`config.mk`:
```
export PLATFORM = sky130hd
export DESIGN_NAME = pipe_ctrl
export DESIGN_NICKNAME = d
export VERILOG_FILES = /design/src/rtl/pipe_ctrl.sv
export SDC_FILE = /design/constraint.sdc
export NUM_CORES = 1
export LEC_CHECK = 0
export BUFFER_PORTS_ARGS = -buffer_cell sky130_fd_sc_hd__buf_2
export CAP_MARGIN = 20
export CORE_UTILIZATION = 40
export DETAILED_ROUTE_END_ITERATION = 10
export GPL_TIMING_DRIVEN = 0
export PLACE_DENSITY = 0.76
export RECOVER_POWER = 25
export SLEW_MARGIN = 20
export SYNTH_ARGS = -nofsm -noshare
export SYNTH_HDL_FRONTEND = slang
export SYNTH_SLANG_ARGS = --single-unit
```
`constraint.sdc`:
```
create_clock -name clk -period 2.17 [get_ports clk]
set_input_delay 0 -clock clk [delete_from_list [all_inputs] [get_ports clk]]
set_output_delay 0 -clock clk [all_outputs]
set_load 0.01 [all_outputs]
```
`src/rtl/pipe_ctrl.sv`:
```
// pipe_ctrl: 5-stage pipeline controller. Merges stall requests, sequences EX branch
// redirects around outstanding fetches, and keeps saturating stall/flush counters.
`default_nettype none

module pipe_ctrl #(
  parameter int CNT_W     = 32,
  parameter int DRAIN_MAX = 15
) (
  input  logic             clk,
  input  logic             rst_n,
  input  logic             stallreq_if_i,
  input  logic             stallreq_id_i,
  input  logic             stallreq_ex_i,
  input  logic             stallreq_mem_i,
  input  logic             branch_flag_i,
  input  logic [31:0]      branch_tgt_i,
  input  logic             if_busy_i,
  output logic [5:0]       stall_o,
  output logic             flush_o,
  output logic             discard_o,
  output logic             redirect_o,
  output logic [31:0]      redirect_pc_o,
  output logic             drain_err_o,
  output logic [CNT_W-1:0] stall_cnt_o,
  output logic [CNT_W-1:0] flush_cnt_o
);

  localparam int            DW         = $clog2(DRAIN_MAX + 1);
  localparam logic [DW-1:0] DRAIN_LAST = DW'(DRAIN_MAX - 1);

  typedef enum logic [0:0] {
    RUN   = 1'b0,
    DRAIN = 1'b1
  } state_t;

  state_t          state;
  state_t          state_nxt;
  logic [31:0]     tgt_q;
  logic [DW-1:0]   drain_cnt;
  logic [5:0]      merged;
  logic            accept;
  logic            drain_timeout;

  // Highest stalled stage freezes itself and everything upstream of it.
  always_comb begin
    merged = 6'b000000;
    if (stallreq_mem_i)     merged = 6'b011111;
    else if (stallreq_ex_i) merged = 6'b001111;
    else if (stallreq_id_i) merged = 6'b000111;
    else if (stallreq_if_i) merged = 6'b000011;
  end

  assign accept = branch_flag_i & ~stallreq_mem_i & ~stallreq_ex_i & (state == RUN);

  always_comb begin
    state_nxt     = state;
    stall_o       = merged;
    flush_o       = 1'b0;
    discard_o     = 1'b0;
    redirect_o    = 1'b0;
    redirect_pc_o = 32'h0;
    drain_timeout = 1'b0;
    case (state)
      RUN: begin
        if (accept) begin
          flush_o = 1'b1;
          if (if_busy_i) begin
            discard_o = 1'b1;
            state_nxt = DRAIN;
          end else begin
            redirect_o    = 1'b1;
            redirect_pc_o = branch_tgt_i;
          end
        end
      end
      DRAIN: begin
        // Hold the PC and bubble IF/ID until the wrong-path fetch has returned.
        stall_o   = merged | 6'b000011;
        discard_o = 1'b1;
        if (!if_busy_i) begin
          discard_o     = 1'b0;
          redirect_o    = 1'b1;
          redirect_pc_o = tgt_q;
          state_nxt     = RUN;
        end else if (drain_cnt == DRAIN_LAST) begin
          drain_timeout = 1'b1;
          redirect_o    = 1'b1;
          redirect_pc_o = tgt_q;
          state_nxt     = RUN;
        end
      end
      default: state_nxt = RUN;
    endcase
  end

  always_ff @(posedge clk or negedge rst_n) begin
    if (!rst_n) begin
      state       <= RUN;
      tgt_q       <= 32'h0;
      drain_cnt   <= '0;
      drain_err_o <= 1'b0;
      stall_cnt_o <= '0;
      flush_cnt_o <= '0;
    end else begin
      state <= state_nxt;
      if (accept && if_busy_i) begin
        tgt_q     <= branch_tgt_i;
        drain_cnt <= '0;
      end else if (state == DRAIN && if_busy_i && !drain_timeout) begin
        drain_cnt <= drain_cnt + 1'b1;
      end
      if (drain_timeout) drain_err_o <= 1'b1;
      if ((stall_o != 6'b000000) && (stall_cnt_o != {CNT_W{1'b1}}))
        stall_cnt_o <= stall_cnt_o + 1'b1;
      if (accept && (flush_cnt_o != {CNT_W{1'b1}}))
        flush_cnt_o <= flush_cnt_o + 1'b1;
    end
  end

endmodule

`default_nettype wire

```
=== After elaboration in Yosys (flattened, before gate mapping) ===
Index checks and enable logic that the tools add are counted.

* Bits of input ports: 40
* Flip-flop bits (word level): 102
* Output and inout bits: 106

* Add/subtract/negate cells: 3
* Bitwise operators: 6
* Reductions and logical operators: 8
* Muxes and demuxes: 27
* Equality and inequality tests: 3

{| class="wikitable"
|+ Operators with widths
! operator !! count
|-
| $mux 32 || 4
|-
| $add 32x1->32 const B || 2
|-
| $ne 32x32->1 const B || 2
|-
| $pmux 32 s2 || 1
|-
| $mux 1 || 12
|-
| $mux 6 || 2
|-
| $mux 4 || 2
|-
| $pmux 1 s2 || 3
|-
| $reduce_bool 6->1 || 1
|-
| $logic_and 1x1->1 || 5
|-
| $add 4x1->4 const B || 1
|-
| $eq 4x4->1 const B || 1
|-
| $mux 2 || 2
|-
| $and 1x1->1 || 3
|-
| $mux 3 || 1
|-
| $not 1->1 || 3
|-
| $reduce_bool 2->1 || 1
|-
| $logic_not 1->1 || 1
|}

=== Logic depth before layout (Yosys ltp) ===
* Depth after elaboration: 8
* Depth in mapped cells: 8
* Depth with buffers taken out: 7

=== Least setup slack after synthesis ===
Ideal clock, no wire load.

* Kind: flip-flop to flip-flop
* From: register flush_cnt_o[15]
* To: register flush_cnt_o[4]
* Arrival: 1.964 ns
* Library setup time: 0.127 ns
* Cell stages (with the launch flop): 8
* Path buffers: 2
* Path slack: 0.079 ns
* Cell sequence: dfrtp_1 and4_1 and4_1 buf_2 and4_1 buf_2 or4b_1 xnor2_1

* Longest elaborated chain between the ends: 2

{| class="wikitable"
|+ Ends and longest elaborated chain
! item !! line !! source
|-
| from (decl) || 25 || <nowiki>output logic [CNT_W-1:0] flush_cnt_o</nowiki>
|-
| from (signal assigned) || 116 || <nowiki>flush_cnt_o <= flush_cnt_o + 1'b1;</nowiki>
|-
| $ne 32x32->1 || 115 || <nowiki>if (accept && (flush_cnt_o != {CNT_W{1'b1}}))</nowiki>
|-
| $logic_and 1x1->1 || 115 ||
|}

No other way between the ends.
A chain may end at the register's enable or synchronous reset.

=== Final worst setup path ===
* From: register flush_cnt_o[18]
* To: register flush_cnt_o[4]

Same word-level chain as after synthesis.

==> flow_metrics.tcl <==
set metrics [dict create \
    p_sw_frac 0.287 \
    regArea_mm2 0.00255 \
    rows 40 \
    drtAntennaViolNets 0 \
    drive_gt1_frac 0.289 \
    viasPerCell 5.19 \
    drtPass1Iterations 4 \
    regToRegEndpoint "flush_cnt_o[4]" \
    crit_path_max_fanout 9 \
    ys_top_cells_by_area "dfrtp_1 51%, nand2_1 9.2%, xnor2_1 6.1%, a22o_1 5.6%, xor2_1 3.9%" \
    comb_power_share 0.175 \
    p_leak_uw 0.00349 \
    drt-wirelength-per-cell_um 15.0 \
    yosysMostFrequentCell "nand2_1" \
    critPathCaptureType "flip-flop" \
    worstSetupPathType "flip-flop to flip-flop" \
    initial_core_util 0.413 \
    avgSynthCellArea_um2 9.75 \
    nFillCells 1038 \
    diodes 0 \
    antenna_found_initial 0 \
    postLayoutCellArea_mm2 0.00677 \
    drc 0 \
    io_pins 146 \
    numCtsBuffers 9 \
    hold_violations 0 \
    cp.required_ns 2.40 \
    grt_pass1_vias 4330 \
    crit_end "flush_cnt_o[4]" \
    hp-class "input pin to flip-flop" \
    postRouteWirelength_um 13300 \
    synth_top_flop_cell "dfrtp_1" \
    areaGrowthSynthToFinish_pct 35.7 \
    clock_path_buffers 2 \
    worst_pin_slew_ns 1.10 \
    skew_ns 0.00605 \
    r2r_cells 6 \
    synth_cell_type_count 45 \
    pwr-share-seq 0.492 \
    period_minus_slack_ns 2.10 \
    max_freq_ghz 0.475 \
    worstPathArrival_ns 2.33 \
    grt_usage 0.208 \
    netlist_area_mm2 0.00498 \
    p_clk_frac 0.333 \
    tritoncts "done" \
    clkLatencyLatePin_ns 0.35 \
    cts_sinks 102 \
    dp_hpwl_um 9040 \
    setup_viol 0 \
    clockRootBuffer "clkbuf_16" \
    coreArea_mm2 0.0121 \
    syn_inst 511 \
    htreeDepth 3 \
    grt_overflow 0 \
    switchingPower_uw 1410 \
    numPortBuffers 143 \
    ys_seq_area_frac 0.512 \
    clk_pin_slew_ns 0.07 \
    rsz0062_at_grt "true" \
    p_int_uw 3510 \
    synth-edff-count 0 \
    place_area_mm2 0.00594 \
    final_nets 753 \
    ys_async_sr_fraction 1.00 \
    drtIter0Drc 271 \
    p_per_area_mw_per_mm2 727 \
    r2r_setup_slack_ns 0.07 \
    ys_ff_latch 102 \
    post-synth-top-area-cell "dfrtp_1" \
    multi_input_area_mm2 0.00236 \
    place_congestion 0.786 \
    num_vias 4578 \
    report.final.slew_viol_count 0 \
    startpoint "flush_cnt_o[18]" \
    die-area_mm2 0.0129 \
    vdd_drop_max_uv 453 \
    die_x_um 114 \
    fp.dieH_um 114 \
    tns_ns 0 \
    worst_hold_slack_ns 0.115 \
    ys_top_cells_by_count "122 x nand2_1, 102 x dfrtp_1, 35 x xnor2_1" \
    synth_warnings 0 \
    maxCapViolations 0 \
    regToRegStartpoint "flush_cnt_o[18]" \
    syn_nets 555 \
    slew_headroom 0.264 \
    cp-start-kind "flip-flop" \
    grt_max_degree 62 \
    grt_pass1_wl_um 21000 \
    yosysTopAreaCellShare 0.512 \
    fin_crit_sh 0.969 \
    outcome "completed" \
]
[cells by family (layout without fill, tap and decap cells)]
| group | count (synthesis) | count (layout) | share of synthesized area |
|---|---|---|---|
| xor+xnor | 57 | 57 | 0.100 |
| simple gates | 255 | 255 | 0.251 |
| buf+inv | 33 | 236 | 0.0291 |
| compound gates | 55 | 55 | 0.0884 |
| mux | 4 | 4 | 0.00904 |
| other cells | 1 | 1 | 0.000752 |
| flops | 102 | 102 | 0.512 |
| fa+ha+maj | 4 | 4 | 0.0100 |
[placed cells by master, fill, tap and decap left out, types with 5 or more instances in the layout]
master	n
nor2_1	23
nor3_1	11
buf_4	12
buf_2	146
nand4_1	26
dlygate4sd3_1	33
and4_1	9
inv_1	8
clkbuf_16	9
dfrtp_1	101
a22o_1	32
xnor2_1	35
clkbuf_8	5
nand3_1	29
nand2_1	122
xor2_1	22
clkbuf_1	12
and3_1	11
[stage by stage]
stage	setup WS (ns)	instances	total power, uW	util
after detailed placement	-0.159	823	3220	0.493
after global routing	-0.0353	882	5160	0.561
after CTS	0.00436	880	4930	0.556
final	0.0667	882	4920	0.561
after global placement	-0.138	822	3160	0.490
after floorplan	0.0791	511	2830	-
[critical path, stage by stage (launching register included)]
cell     delay [ns]
dfrtp_1        0.40
and4_1         0.22
and4_1         0.22
buf_2          0.17
and4_2         0.30
or4b_1         0.53
xnor2_1        0.14
[what timing repair did]
action,4_1_cts,5_1_grt
hold buffers,33,0
hold endpoints to repair,134,0
pin swaps,3,4
buffers inserted,6,4
gates cloned,2,0
endpoints found under the setup margin,50,54
gates resized for setup,21,12
[area by class of cell]
cell class | instances | share of cell area
clock buffer | 13 | 0.0385
multi-input combinational | 376 | 0.349
inverter | 8 | 0.00444
sequential | 102 | 0.377
tap | 168 | 0.0311
clock inverter | 3 | 0.00629
timing repair buffer | 189 | 0.174
buffer | 23 | 0.0196
[power groups by stage]
stage / sequential, uW / clock (uW) / combinational (uW)
floorplan: 2440 / 0 / 393
global placement: 2420 / 0 / 740
detailed placement: 2440 / 0 / 779
CTS: 2410 / 1680 / 848
global route: 2450 / 1760 / 946
finish: 2420 / 1640 / 859
[layer usage]
metal	up-vias	routed length (um)	share of wire	track usage
met4	0	424	0.032	0.115
met2	125	6710	0.51	0.353
met3	34	565	0.043	0.0388
met5	-	0	0	0
met1	2239	5560	0.42	0.250
li1	2180	-	-	-
[sequential cells by signal, indices dropped and copies added, names as in the netlist]
signal / cells
stall_cnt_o: 32
flush_cnt_o: 32
tgt_q: 32
state: 1
drain_cnt: 4
drain_err_o: 1
[worst min path at each step]
stage                     from            to  slack [ns]  cells past startpoint
2_1_floorplan            rst_n  drain_cnt[0]       -0.30                      0
3_3_place_gp   branch_tgt_i[3]      tgt_q[3]        0.21                      3
3_5_place_dp             rst_n      tgt_q[9]       -0.05                      1
4_1_cts              if_busy_i   drain_err_o        0.06                      3
5_1_grt              if_busy_i   drain_err_o        0.14                      3
6_report             if_busy_i   drain_err_o        0.11                      3
Power figures use the tool's default switching activity.
